--- config.mk ---
export PLATFORM = sky130hd
export DESIGN_NAME = mu0_bus_timer
export DESIGN_NICKNAME = d
export VERILOG_FILES = /design/src/rtl/mu0_bus_timer.sv
export SDC_FILE = /design/constraint.sdc
export NUM_CORES = 1
export LEC_CHECK = 0
export CAP_MARGIN = 20
export CORE_ASPECT_RATIO = 1.2
export CORE_MARGIN = 2
export CORE_UTILIZATION = 39
export DETAILED_ROUTE_END_ITERATION = 10
export DONT_BUFFER_PORTS = 1
export PLACE_DENSITY = 0.64
export SLEW_MARGIN = 20
export SYNTH_ARGS = -nofsm -noshare
export SYNTH_HDL_FRONTEND = slang
export SYNTH_SLANG_ARGS = --single-unit
export TNS_END_PERCENT = 20
--- constraint.sdc ---
create_clock -name Clk -period 2.15 [get_ports Clk]
set_input_delay 0.43 -clock Clk [delete_from_list [all_inputs] [get_ports Clk]]
set_output_delay 0.43 -clock Clk [all_outputs]
set_load 0.01 [all_outputs]
--- src/rtl/mu0_bus_timer.sv ---
// Memory-mapped prescaled countdown timer that answers on the MU0 data bus beside MU0_Memory.
// Optional auto-reload mode is compiled in when MU0_TIMER_AUTORELOAD_EN is defined.
module mu0_bus_timer #(
  parameter logic [11:0]  ADDR_BASE = 12'hFF0,  // word address of CTRL, must be 4-aligned
  parameter int unsigned  PRESCALE  = 10        // Clk cycles per tick, >= 1
) (
  input  logic        Clk,
  input  logic        Reset,
  input  logic [11:0] Addr,
  input  logic [15:0] Wdata,
  input  logic        Wr,
  output logic [15:0] Rdata,
  output logic        Sel,
  output logic        Irq
);

  localparam int unsigned AW  = 12;
  localparam int unsigned DW  = 16;
  localparam int unsigned PSW = (PRESCALE > 1) ? $clog2(PRESCALE) : 1;

  localparam logic [PSW-1:0] PS_LAST  = PSW'(PRESCALE - 1);
  localparam logic [1:0]     OFS_CTRL = 2'd0;
  localparam logic [1:0]     OFS_LOAD = 2'd1;
  localparam logic [1:0]     OFS_CNT  = 2'd2;
  localparam logic [1:0]     OFS_STAT = 2'd3;

  logic           en, en_n;
  logic           auto_q;
  logic           irq_en, irq_en_n;
  logic [DW-1:0]  load_q, load_n;
  logic [DW-1:0]  count_q, count_n;
  logic           expired, expired_n;
  logic [PSW-1:0] presc, presc_n;

  logic wr_sel, wr_ctrl, wr_load, wr_count, wr_status;
  logic tick;

  // Address decode and bus write strobes
  assign Sel       = (Addr[AW-1:2] == ADDR_BASE[AW-1:2]);
  assign wr_sel    = Wr & Sel;
  assign wr_ctrl   = wr_sel & (Addr[1:0] == OFS_CTRL);
  assign wr_load   = wr_sel & (Addr[1:0] == OFS_LOAD);
  assign wr_count  = wr_sel & (Addr[1:0] == OFS_CNT);
  assign wr_status = wr_sel & (Addr[1:0] == OFS_STAT);

  assign tick = en & (presc == PS_LAST);

`ifdef MU0_TIMER_AUTORELOAD_EN
  logic auto_n;

  always_ff @(posedge Clk or posedge Reset) begin
    if (Reset) auto_q <= 1'b0;
    else       auto_q <= auto_n;
  end

  always_comb begin
    auto_n = auto_q;
    if (wr_ctrl) auto_n = Wdata[1];
  end
`else
  assign auto_q = 1'b0;
`endif

  // Next-state: tick effects first, bus writes override, expiry set beats status clear
  always_comb begin
    en_n      = en;
    irq_en_n  = irq_en;
    load_n    = load_q;
    count_n   = count_q;
    expired_n = expired;
    presc_n   = presc;

    if (wr_status && Wdata[0]) expired_n = 1'b0;

    // A simultaneous COUNT write discards the whole tick, expiry included
    if (tick && !wr_count) begin
      if (count_q > DW'(1)) begin
        count_n = count_q - DW'(1);
      end else begin
        expired_n = 1'b1;
        if (auto_q) begin
          count_n = load_q;
        end else begin
          count_n = '0;
          en_n    = 1'b0;
        end
      end
    end

    if (wr_count) count_n = Wdata;
    if (wr_load)  load_n  = Wdata;
    if (wr_ctrl) begin
      en_n     = Wdata[0];
      irq_en_n = Wdata[2];
    end

    if (!en_n || tick || (wr_ctrl && Wdata[0] && !en)) presc_n = '0;
    else                                                presc_n = presc + PSW'(1);
  end

  always_ff @(posedge Clk or posedge Reset) begin
    if (Reset) begin
      en      <= 1'b0;
      irq_en  <= 1'b0;
      load_q  <= '0;
      count_q <= '0;
      expired <= 1'b0;
      presc   <= '0;
    end else begin
      en      <= en_n;
      irq_en  <= irq_en_n;
      load_q  <= load_n;
      count_q <= count_n;
      expired <= expired_n;
      presc   <= presc_n;
    end
  end

  // Zero wait-state read mux
  always_comb begin
    Rdata = '0;
    if (Sel) begin
      case (Addr[1:0])
        OFS_CTRL: Rdata = {13'b0, irq_en, auto_q, en};
        OFS_LOAD: Rdata = load_q;
        OFS_CNT:  Rdata = count_q;
        OFS_STAT: Rdata = {15'b0, expired};
        default:  Rdata = '0;
      endcase
    end
  end

  assign Irq = expired & irq_en;

endmodule
==> flow_metrics.py <==
metrics = {
    "setup_path": {
        "cp_slowest_cell": "or4_4",
        "cp_cell_sequence": "or4_4 -> and4bb_4 -> nand2_4 -> o311ai_1 -> o21ai_1",
        "crit_arrival_ns": 2.22,
        "rr_worst_depth": 5,
        "cp-start-kind": "flop",
        "worstPathMaxFanout": 10,
        "crit_path_end_kind": "flop",
        "cp_top_family": "simple AND/OR/NAND/NOR gates",
        "crit_type": "flop to flop",
        "cp.depth": 5,
        "slowest_delay_ns": 0.58,
        "cp_num_buf_inv": 0,
        "cp.required_ns": 2.31,
    },
    "placed_design": {
        "dp_hpwl_um": 3914,
        "pre_cts_ws_ns": 0.1218,
        "globalplace.congestion": 0.8069,
        "io_buffers": 0,
        "dpl.cell_count": 326,
    },
    "logic_synthesis": {
        "synthCells": 246,
        "synth-seq-area-share_pct": 41.47,
        "yosys-top-cells-count": "nor2_1 (43), dfrtp_1 (39), mux2_2 (22)",
        "yosysMostFrequentCell": "nor2_1",
        "synth.distinct_cells": 48,
        "synth_edf_count": 0,
        "synth_area_um2": 2354,
        "yosysWarnings": 0,
        "syn-num-nets": 281,
        "ys_async_sr_fraction_pct": 100.0,
        "synth_top_area_cell": "dfrtp_1",
        "synth_top_area_share_pct": 41.47,
        "syn_avg_cell_area_um2": 9.567,
        "ys.flop_type": "dfrtp_1",
        "synth.ff_latch_count": 39,
        "synthTopCellsByArea": "dfrtp_1 (41%), mux2_2 (11%), nor2_1 (6.9%)",
    },
    "cells_and_area": {
        "syn2layout_area_growth_pct": 9.995,
        "drive_above_1_share_pct": 22.31,
        "final_util_pct": 43.62,
        "instances_no_fill": 333,
        "nNetsFinal": 286,
        "multi_input_area_um2": 1282,
        "ff_latch_area_um2": 975.9,
        "num-fill-cells": 603,
        "n_antenna_cell": 0,
    },
    "clock_tree": {
        "numClockSinks": 39,
        "cts-resized-gates": 0,
        "cts.path.max_buffers": 2,
        "numCtsBuffers": 5,
        "cts_hold_buffers": 0,
        "clkTransAtPathRegs_ns": 0.08,
        "cts_tree": "built",
        "clkLatencyLatePin_ns": 0.29,
        "post-cts-setup-buffer-count": 0,
        "htree_num_levels": 2,
        "ctsRootBufferMaster": "clkbuf_8",
    },
    "die": {
        "dieHeight_um": 89.10,
        "rows": 31,
        "core_um2": 5934,
        "dieArea_um2": 6675,
        "start_util_pct": 39.66,
        "die_w_um": 74.92,
        "io_pins": 49,
    },
    "sta": {
        "maxSlewViolCount": 0,
        "fin_setup_tns_ns": 0,
        "finalClockSkew_ns": 0.01029,
        "period_minus_slack_ns": 2.054,
        "slew_headroom_pct": 66.52,
        "max_slew.worst_pin.slew_ns": 0.5023,
        "finalCritPeriodShare_pct": 95.54,
        "fin_ws_ns": 0.09581,
        "finalSetupViolations": 0,
        "clock.fmax_ghz": 0.4868,
        "rsz0062_at_grt": "no",
        "hold_viol": 0,
    },
    "pwr": {
        "p_per_area_nw_per_um2": 501.1,
        "peakVddDrop_v": 0.0003692,
        "power.leakage_uw": 0.001010,
    },
    "run_status": {
        "status": "completed",
    },
    "routing": {
        "dr_total_vias": 1877,
        "drc_errors": 0,
        "drt_first_pass_iters": 4,
        "post_drt_wl_per_cell_um": 16.50,
        "routed_wl_um": 5494,
        "ant_nets": 0,
        "drtIter0Drc": 111,
        "vias_per_cell": 5.637,
    },
    "global_route": {
        "grt_pass1_wl_um": 9356,
        "grt_max_degree": 40,
        "grt_usage_pct": 18.32,
        "antenna_found_initial": 0,
        "grt_pass1_vias": 1910,
        "overflow": 0,
    },
    "worst_hold_path": {
        "hold_path_class": "input pin to asynchronous set/reset pin",
    },
    "flow_run": {
        "max-cap-violations": 0,
    },
}
-- flip-flops by register name, indices dropped and copies added, names as in the netlist --
name and cells:
count_q 16, en 1, expired 1, irq_en 1, load_q 16, presc 4
-- final timing paths --
path	start	to	slack (ns)
worst max-delay path	count_q[11]$_DFFE_PP0P_	en$_DFF_PP0_	0.1
worst min-delay path	Reset	count_q[6]$_DFFE_PP0P_	0.14
worst max register to register	count_q[11]$_DFFE_PP0P_	en$_DFF_PP0_	0.1
worst min register to register	load_q[0]$_DFFE_PP0P_	load_q[0]$_DFFE_PP0P_	0.51
max in group asynchronous	Reset	presc[0]$_DFF_PP0_	1.65
min in group Clk	Wdata[12]	count_q[12]$_DFFE_PP0P_	0.26
-- layer usage --
layer	GRT usage [%]	share of wire [%]	vias to the layer above	wire (um)
met5	0	0	-	0
met4	6.494	1.8	0	97
met3	3.833	5.3	7	289
li1	-	-	906	-
met2	30.30	49	42	2718
met1	23.64	43	922	2387
-- cells in the final DEF (no fill, tap or decap), drive strengths merged, types with 2 or more instances in the layout --
cell type and instances:
a21oi 13, a221oi 5, a22oi 19, a31oi 2, and2 2, and3 2
and4b 2, buf 13, clkbuf 6, dfrtp 39, ha 4, inv 8
mux2 22, nand2 14, nand3 7, nand3b 2, nand4b 3, nor2 43
nor2b 2, nor3 7, nor3b 2, nor4 3, o21ai 11, o31ai 2
xnor2 3
-- cell families after synthesis --
family	Yosys count	synth area share, %
AOI/OAI and AO/OA	56	15.90
xor gates and xnor gates	3	1.117
adders and majority gates	4	2.127
buffers and inverters	23	4.306
DFF	39	41.47
muxes	24	11.91
and+or+nand+nor	97	23.18
-- where the power goes --
group / internal [uW] / switching [uW] / total, uW / leakage (uW)
Sequential: 736 / 2.34 / 738 / 0.000461
Clock: 252 / 251 / 503 / 0.0000470
Combinational: 22.0 / 34.7 / 56.7 / 0.000501
-- per-stage QoR --
step / total power (uW) / hold slack [ns] / area, um2
floorplan: 793.1 / 0.4727 / 2354
global route: 1347 / 0.1969 / 2589
detailed placement: 810.5 / 0.4815 / 2495
finish: 1297 / 0.1421 / 2589
global placement: 810.2 / 0.4777 / 2495
CTS: 1313 / 0.1562 / 2582
-- cell type report --
class	instances	area share (%)
multi-input cells	184	49.54
repair buffers	13	4.253
clock buffers	6	3.190
flip-flops and latches	39	37.70
inverters	8	1.160
clock inverters	1	0.1933
well taps	82	3.963
Power figures use the tool's default switching activity.
